===== src/rtl/mem_access_unit_if.sv =====
// Data-memory bus between the MEM stage (master) and the data memory (slave).
interface mem_access_unit_if #(
  parameter int unsigned BUS_W  = 32,
  parameter int unsigned ADDR_W = 32
);
  logic                 mem_req_o;
  logic                 mem_we_o;
  logic [ADDR_W-1:0]    mem_addr_o;
  logic [BUS_W/8-1:0]   mem_sel_o;
  logic [BUS_W-1:0]     mem_data_o;
  logic [BUS_W-1:0]     mem_data_i;
  logic                 mem_ack_i;

  modport master (
    output mem_req_o, mem_we_o, mem_addr_o, mem_sel_o, mem_data_o,
    input  mem_data_i, mem_ack_i
  );

  modport slave (
    input  mem_req_o, mem_we_o, mem_addr_o, mem_sel_o, mem_data_o,
    output mem_data_i, mem_ack_i
  );
endinterface


===== src/rtl/mem_access_unit.sv =====
// MIPS MEM stage: sub-word big-endian loads/stores over a req/ack bus,
// alignment exceptions and LL/SC through an internal link bit.
module mem_access_unit #(
  parameter int unsigned BUS_W      = 32,
  parameter int unsigned ADDR_W     = 32,
  parameter int unsigned REG_ADDR_W = 5
) (
  input  logic                  clk,
  input  logic                  rst,
  input  logic [REG_ADDR_W-1:0] wd_i,
  input  logic                  wreg_i,
  input  logic [31:0]           wdata_i,
  input  logic [3:0]            mem_op_i,
  input  logic [ADDR_W-1:0]     mem_addr_i,
  input  logic [31:0]           reg2_i,
  input  logic                  flush_i,
  output logic [REG_ADDR_W-1:0] wd_o,
  output logic                  wreg_o,
  output logic [31:0]           wdata_o,
  mem_access_unit_if.master     bus,
  output logic                  stallreq_o,
  output logic                  excp_adel_o,
  output logic                  excp_ades_o
);

  localparam int unsigned SEL_W = BUS_W / 8;
  localparam int unsigned OFF_W = $clog2(SEL_W);
  localparam int unsigned SH_W  = OFF_W + 3;

  localparam logic [3:0] OP_LB  = 4'd1;
  localparam logic [3:0] OP_LBU = 4'd2;
  localparam logic [3:0] OP_LH  = 4'd3;
  localparam logic [3:0] OP_LHU = 4'd4;
  localparam logic [3:0] OP_LW  = 4'd5;
  localparam logic [3:0] OP_SB  = 4'd6;
  localparam logic [3:0] OP_SH  = 4'd7;
  localparam logic [3:0] OP_SW  = 4'd8;
  localparam logic [3:0] OP_LL  = 4'd9;
  localparam logic [3:0] OP_SC  = 4'd10;

  typedef enum logic [1:0] {IDLE, WAIT, DONE} state_t;

  state_t           state_q, state_d;
  logic             llbit_q, llbit_d;
  logic             drain_q, drain_d;
  logic [BUS_W-1:0] rdata_q, rdata_d;

  logic             is_ld, is_st, is_ll, is_sc, sgn, misalign, sc_fail, go;
  logic [1:0]       sz;
  logic [OFF_W-1:0] k;
  logic [SH_W-1:0]  shamt;
  logic [BUS_W-1:0] shifted;
  logic [31:0]      word_v, ld_data;
  logic [SEL_W-1:0] sel_v;
  logic [BUS_W-1:0] st_data;
  logic             req;

  // Opcode decode and alignment
  always_comb begin
    is_ld = 1'b0; is_st = 1'b0; is_ll = 1'b0; is_sc = 1'b0;
    sgn   = 1'b0; sz    = 2'd0;
    case (mem_op_i)
      OP_LB:   begin is_ld = 1'b1; sgn = 1'b1; end
      OP_LBU:  is_ld = 1'b1;
      OP_LH:   begin is_ld = 1'b1; sgn = 1'b1; sz = 2'd1; end
      OP_LHU:  begin is_ld = 1'b1; sz = 2'd1; end
      OP_LW:   begin is_ld = 1'b1; sz = 2'd2; end
      OP_SB:   is_st = 1'b1;
      OP_SH:   begin is_st = 1'b1; sz = 2'd1; end
      OP_SW:   begin is_st = 1'b1; sz = 2'd2; end
      OP_LL:   begin is_ld = 1'b1; is_ll = 1'b1; sz = 2'd2; end
      OP_SC:   begin is_st = 1'b1; is_sc = 1'b1; sz = 2'd2; end
      default: ;
    endcase
    misalign = ((sz == 2'd1) && mem_addr_i[0]) ||
               ((sz == 2'd2) && (mem_addr_i[1:0] != 2'b00));
    sc_fail  = is_sc && !llbit_q;
    go       = (is_ld || is_st) && !misalign && !sc_fail;
  end

  // Lane selection, store replication and load extraction (lane 0 = MSB)
  always_comb begin
    k       = mem_addr_i[OFF_W-1:0];
    shamt   = {k, 3'b000};
    shifted = rdata_q << shamt;
    word_v  = 32'(shifted >> (BUS_W - 32));
    case (sz)
      2'd0:    begin
                 sel_v   = (SEL_W'(1) << (SEL_W - 1)) >> k;
                 st_data = {SEL_W{reg2_i[7:0]}};
                 ld_data = sgn ? {{24{word_v[31]}}, word_v[31:24]} : {24'd0, word_v[31:24]};
               end
      2'd1:    begin
                 sel_v   = (SEL_W'(3) << (SEL_W - 2)) >> k;
                 st_data = {(BUS_W / 16){reg2_i[15:0]}};
                 ld_data = sgn ? {{16{word_v[31]}}, word_v[31:16]} : {16'd0, word_v[31:16]};
               end
      default: begin
                 sel_v   = (SEL_W'(15) << (SEL_W - 4)) >> k;
                 st_data = {(BUS_W / 32){reg2_i}};
                 ld_data = word_v;
               end
    endcase
  end

  // Next state; a flush seen while a request is outstanding drains it back to IDLE
  always_comb begin
    state_d = state_q;
    drain_d = drain_q;
    rdata_d = rdata_q;
    case (state_q)
      IDLE: if (go) begin
              if (bus.mem_ack_i) begin
                state_d = flush_i ? IDLE : DONE;
                rdata_d = bus.mem_data_i;
              end else begin
                state_d = WAIT;
                drain_d = flush_i;
              end
            end
      WAIT: if (bus.mem_ack_i) begin
              state_d = (flush_i || drain_q) ? IDLE : DONE;
              drain_d = 1'b0;
              rdata_d = bus.mem_data_i;
            end else if (flush_i) begin
              drain_d = 1'b1;
            end
      DONE:    state_d = IDLE;
      default: state_d = IDLE;
    endcase
    if (flush_i)                        llbit_d = 1'b0;
    else if (state_q == DONE && is_ll)  llbit_d = 1'b1;
    else if (state_q == DONE && is_sc)  llbit_d = 1'b0;
    else                                llbit_d = llbit_q;
  end

  always_ff @(posedge clk) begin
    if (!rst) begin
      state_q <= IDLE;
      llbit_q <= 1'b0;
      drain_q <= 1'b0;
      rdata_q <= '0;
    end else begin
      state_q <= state_d;
      llbit_q <= llbit_d;
      drain_q <= drain_d;
      rdata_q <= rdata_d;
    end
  end

  // Outputs; everything is held at zero while in reset
  always_comb begin
    wd_o            = '0;
    wreg_o          = 1'b0;
    wdata_o         = '0;
    req             = 1'b0;
    stallreq_o      = 1'b0;
    excp_adel_o     = 1'b0;
    excp_ades_o     = 1'b0;
    bus.mem_req_o   = 1'b0;
    bus.mem_we_o    = 1'b0;
    bus.mem_addr_o  = '0;
    bus.mem_sel_o   = '0;
    bus.mem_data_o  = '0;
    if (rst) begin
      wd_o        = wd_i;
      wreg_o      = wreg_i;
      wdata_o     = wdata_i;
      excp_adel_o = is_ld && misalign;
      excp_ades_o = is_st && misalign;
      case (state_q)
        IDLE: if ((is_ld || is_st) && misalign) begin
                wreg_o = 1'b0;
              end else if (go) begin
                req = 1'b1;
              end else if (sc_fail) begin
                wreg_o  = 1'b1;
                wdata_o = 32'd0;
              end
        WAIT: req = 1'b1;
        DONE: if (is_ld) begin
                wdata_o = ld_data;
              end else if (is_sc) begin
                wreg_o  = 1'b1;
                wdata_o = 32'd1;
              end
        default: ;
      endcase
      stallreq_o    = req;
      bus.mem_req_o = req;
      if (req) begin
        bus.mem_we_o   = is_st;
        bus.mem_addr_o = {mem_addr_i[ADDR_W-1:OFF_W], OFF_W'(0)};
        bus.mem_sel_o  = sel_v;
        bus.mem_data_o = st_data;
      end
    end
  end

endmodule


===== src/flat_wrapper.sv =====
// flat-port wrapper written by rule: the top's interface ports become plain ports
module mem_access_unit_flat 
#(
  parameter int unsigned BUS_W      = 32,
  parameter int unsigned ADDR_W     = 32,
  parameter int unsigned REG_ADDR_W = 5
)
  (clk, rst, wd_i, wreg_i, wdata_i, mem_op_i, mem_addr_i, reg2_i, flush_i, wd_o, wreg_o, wdata_o, stallreq_o, excp_adel_o, excp_ades_o, bus_mem_req_o, bus_mem_we_o, bus_mem_addr_o, bus_mem_sel_o, bus_mem_data_o, bus_mem_data_i, bus_mem_ack_i);
  mem_access_unit_if #(.BUS_W(BUS_W), .ADDR_W(ADDR_W)) bus_i ();
  input  logic clk;
  input  logic rst;
  input  logic [REG_ADDR_W-1:0] wd_i;
  input  logic wreg_i;
  input  logic [31:0] wdata_i;
  input  logic [3:0] mem_op_i;
  input  logic [ADDR_W-1:0] mem_addr_i;
  input  logic [31:0] reg2_i;
  input  logic flush_i;
  output logic [REG_ADDR_W-1:0] wd_o;
  output logic wreg_o;
  output logic [31:0] wdata_o;
  output logic stallreq_o;
  output logic excp_adel_o;
  output logic excp_ades_o;
  output wire logic [$bits(bus_i.mem_req_o)-1:0] bus_mem_req_o;
  output wire logic [$bits(bus_i.mem_we_o)-1:0] bus_mem_we_o;
  output wire logic [$bits(bus_i.mem_addr_o)-1:0] bus_mem_addr_o;
  output wire logic [$bits(bus_i.mem_sel_o)-1:0] bus_mem_sel_o;
  output wire logic [$bits(bus_i.mem_data_o)-1:0] bus_mem_data_o;
  input wire logic [$bits(bus_i.mem_data_i)-1:0] bus_mem_data_i;
  input wire logic [$bits(bus_i.mem_ack_i)-1:0] bus_mem_ack_i;
  assign bus_mem_req_o = bus_i.mem_req_o;
  assign bus_mem_we_o = bus_i.mem_we_o;
  assign bus_mem_addr_o = bus_i.mem_addr_o;
  assign bus_mem_sel_o = bus_i.mem_sel_o;
  assign bus_mem_data_o = bus_i.mem_data_o;
  assign bus_i.mem_data_i = bus_mem_data_i;
  assign bus_i.mem_ack_i = bus_mem_ack_i;
  mem_access_unit #(.BUS_W(BUS_W), .ADDR_W(ADDR_W), .REG_ADDR_W(REG_ADDR_W)) u_core (.clk(clk), .rst(rst), .wd_i(wd_i), .wreg_i(wreg_i), .wdata_i(wdata_i), .mem_op_i(mem_op_i), .mem_addr_i(mem_addr_i), .reg2_i(reg2_i), .flush_i(flush_i), .wd_o(wd_o), .wreg_o(wreg_o), .wdata_o(wdata_o), .bus(bus_i), .stallreq_o(stallreq_o), .excp_adel_o(excp_adel_o), .excp_ades_o(excp_ades_o));
endmodule

===== config.mk =====
export PLATFORM = sky130hd
export DESIGN_NAME = mem_access_unit_flat
export DESIGN_NICKNAME = d
export VERILOG_FILES = /design/src/rtl/mem_access_unit_if.sv /design/src/rtl/mem_access_unit.sv /design/src/flat_wrapper.sv
export SDC_FILE = /design/constraint.sdc
export NUM_CORES = 1
export LEC_CHECK = 0
export CORE_UTILIZATION = 42
export CTS_BUF_LIST = sky130_fd_sc_hd__clkbuf_2 sky130_fd_sc_hd__clkbuf_4 sky130_fd_sc_hd__clkbuf_8
export CTS_CLUSTER_SIZE = 10
export DETAILED_ROUTE_END_ITERATION = 10
export HOLD_SLACK_MARGIN = 0.08
export PLACE_DENSITY = 0.91
export SETUP_SLACK_MARGIN = 0.02
export SLEW_MARGIN = 20
export SYNTH_ARGS = -nofsm -noshare
export SYNTH_HDL_FRONTEND = slang
export SYNTH_SLANG_ARGS = --single-unit

===== constraint.sdc =====
create_clock -name clk -period 3.1 [get_ports clk]
set_input_delay 0.31 -clock clk [delete_from_list [all_inputs] [get_ports clk]]
set_output_delay 0.31 -clock clk [all_outputs]
set_load 0.01 [all_outputs]

==> metrics <==
met3 WL 2127 microns; htree depth 2; CP startpoint mem_op_i[1]; leakage power 0.003130 uW; Power per Cell Area 255.8 nW/um^2; Gate power share 53.9%; critical path required time 2.79 ns; Residual DRC 0; CP endpoint kind output port; share of layout cells above drive strength 1 18.58%; Ys Warns 0; clk sinks 36; critical-path cell list dlygate4sd2_1, nor3_1, a211oi_2, a221o_1, a211o_1, buf_12, buf_4, a21oi_1, clkdlybuf4s50_1; slowest stage delay, CP 0.56 ns; Final WS setup 0.04146 ns; Fin Clk Skew 0.007348 ns; io pins 253; Reg clk slew, reported paths 0.07 ns; CP max stage cell clkdlybuf4s50_1; Top FF cell, synth dfxtp_1; Setup WS pre-CTS -0.3827 ns; Min-Delay Startpoint u_core.rdata_q[27]$_SDFFE_PN0P_; Chip Width 101.6 microns; core area 9684 sq um; First-pass DRT Iterations 5; wire length of the first global-routing pass 29,900 microns; Hold Crit Class flip-flop to flip-flop; Max VDD drop 0.0002518 V; CP max FO 17; Internal 1241 uW; Max Used Layer met5; routed vias 6,132; sw frac 36.20%; Slew Viols, Final 0; outcome complete, no violations; area leader, netlist dfxtp_1; placed inst area 7267 sq um; Routed Wire Length 20,300 microns; critical path class input port to output port; synth top area cells dfxtp_1 17%, mux2i_1 14%, nand2_1 12%; min cycle time layout 3.059 ns; initial antenna violation count 3; Final Cell Area 7606 sq um; startpoint types input port; Slew HR 66.62%; WL met2 10,030 microns; largest net degree at the start of global routing 52; Clk network pwr share 19.0%; TritonCTS Buffers 5; max_cap viols 0; sequential share of the synthesized area 17.28%; Final Cycle Share 98.66%; DRT iter0 DRCs 629; synthesized area 4170 sq um; Post-layout nets 1,045; Layout area overhead 82.39%; Max Clk Rate 327.0 MHz; endpoints failing setup 0; Die H 101.6 microns; top cell type's share of synthesized area 17.28%; CTS max path bufs 2; vias in the first global route 5,976; r2r setup slk 1.29 ns; CTS tree yes; EDFF count, synth 0; met1 WL 6879 microns; Hold EP u_core.rdata_q[27]$_SDFFE_PN0P_; clk_lat worst skew 0.30 ns; Final Hold Viols 0; Mean Syn Cell Area 6.814 sq um; RSZ-0062 raised after global routing true; Cell variety after synth 58; DP HPWL 15,530 microns; gr ovfl total 0; Die Area 10,330 sq um; Mapped Cells 612; Placer Congestion 1.072; Worst Tran Pin Value 0.4984 ns; antenna-violating nets left 0; clock root cell clkbuf_8; Crit path arrival time 2.75 ns; net switching power 704.4 uW; Async SR Flop Fraction 0%; row cnt 36; FF-to-FF path depth 6; hold depth 2; Port Buffers 250; FF-to-FF End u_core.rdata_q[12]$_SDFFE_PN0P_; Initial Util 43.06%; FF+latch count, synth 36; number of fill cells in the layout 673; Flop pwr share 27.1%; Reg2Reg Launch Point u_core.llbit_q$_SDFFE_PP0P_; total track usage 37.90%; vias per cell 5.896; wire per inst 19.52 microns
[critical path, delay by kind of cell]
family / cells / cell delay (ns)
compound gates: 4 / 0.98
buf+inv: 4 / 1.18
simple gates: 1 / 0.28
[registers in the layout, indices dropped and copies added (netlist names)]
register,cells
u_core.rdata_q,32
u_core.state_q,2
u_core.drain_q,1
u_core.llbit_q,1
[power groups by stage]
stage	combinational, uW	sequential (uW)	clock [uW]
after floorplan	445	522	0
after global placement	971	531	0
after detailed placement	999	534	0
after CTS	1030	524	371
after global routing	1110	528	397
final	1050	528	369
[kinds of logic after synthesis]
| family | count (synthesis) | share of synthesized area, % |
|---|---|---|
| mux | 64 | 16.35 |
| simple gates | 290 | 32.46 |
| buf+inv | 65 | 7.981 |
| flops | 36 | 17.28 |
| other cells | 1 | 0.08992 |
| compound gates | 156 | 25.83 |
[cells in the mapped netlist (3+ instances only)]
cell type and n:
nand2_1 130, mux2i_1 58, a21oi_1 52, nor2_1 49, and2_1 46, dfxtp_1 36
clkbuf_1 22, buf_2 20, a31o_2 15, nand2b_1 15, nor3_1 15, o21ai_0 15
o2bb2ai_1 15, o22ai_1 12, buf_4 11, a21oi_2 9, nor4_1 9, a221oi_1 7
or3_1 7, inv_1 6, nand3_1 5, a211oi_1 3, a31oi_1 3, buf_6 3
mux2_2 3, mux4_2 3, nor2b_1 3, o21a_1 3
[repair_timing]
item                       in CTS  in global routing
setup buffers                   4                  0
setup endpoints to repair      98                 34
gates cloned                    1                  0
resized for setup              50                 16
hold buffers                    0                  0
pin swaps                       1                  3
[cell type report]
type / instances / area, sq um / share of cell area, %
Inverter: 8 / 30.03 / 0.3948
Timing Repair Buffer: 339 / 3277 / 43.08
Tap cell: 133 / 166.4 / 2.188
Sequential cell: 36 / 720.7 / 9.475
Antenna cell: 3 / 7.507 / 0.09870
Multi-Input combinational cell: 513 / 3308 / 43.49
Clock inverter: 2 / 13.76 / 0.1810
Clock buffer: 6 / 82.58 / 1.086
[metal layers]
metal  GRT usage (%)  vias to the layer above
met5               0                        -
met1           39.58                     2783
li1                -                     2739
met3           10.35                      124
met2           66.63                      484
met4           25.08                        2
[how the worst max path moves through the flow]
stage	cells past startpoint	slack (ns)	endpoint
finish	9	0.04	bus_mem_data_o[15]
global route	9	-0.02	bus_mem_data_o[15]
CTS	10	0.05	wdata_o[9]
detailed placement	9	-0.38	bus_mem_data_o[27]
global placement	7	-0.34	wdata_o[8]
floorplan	7	0.89	bus_mem_data_o[24]
[cell usage in the layout, fill, tap and decap left out, types with 14 or more instances in the layout]
| cell | instances |
|---|---|
| o21ai_0 | 15 |
| and2_1 | 45 |
| dlygate4sd2_1 | 18 |
| dfxtp_1 | 36 |
| mux2i_1 | 58 |
| nor2_1 | 49 |
| clkdlybuf4s50_1 | 219 |
| nand2_1 | 129 |
| a21oi_1 | 47 |
| buf_4 | 78 |
| o2bb2ai_1 | 14 |
| nand2b_1 | 15 |
| a31o_2 | 15 |
[through the flow]
stage	util, %	TNS, ns	hold WS [ns]	cells	power [uW]
2_1_floorplan	-	0	0.3824	613	967.0
3_3_place_gp	75.04	-7.257	0.4447	1024	1502
3_5_place_dp	75.04	-12.29	0.4509	1024	1533
4_1_cts	77.97	0	0.4646	1037	1924
5_1_grt	78.51	-0.07479	0.4739	1039	2034
6_report	78.54	0	0.4693	1040	1946
Power figures use the tool's default switching activity.
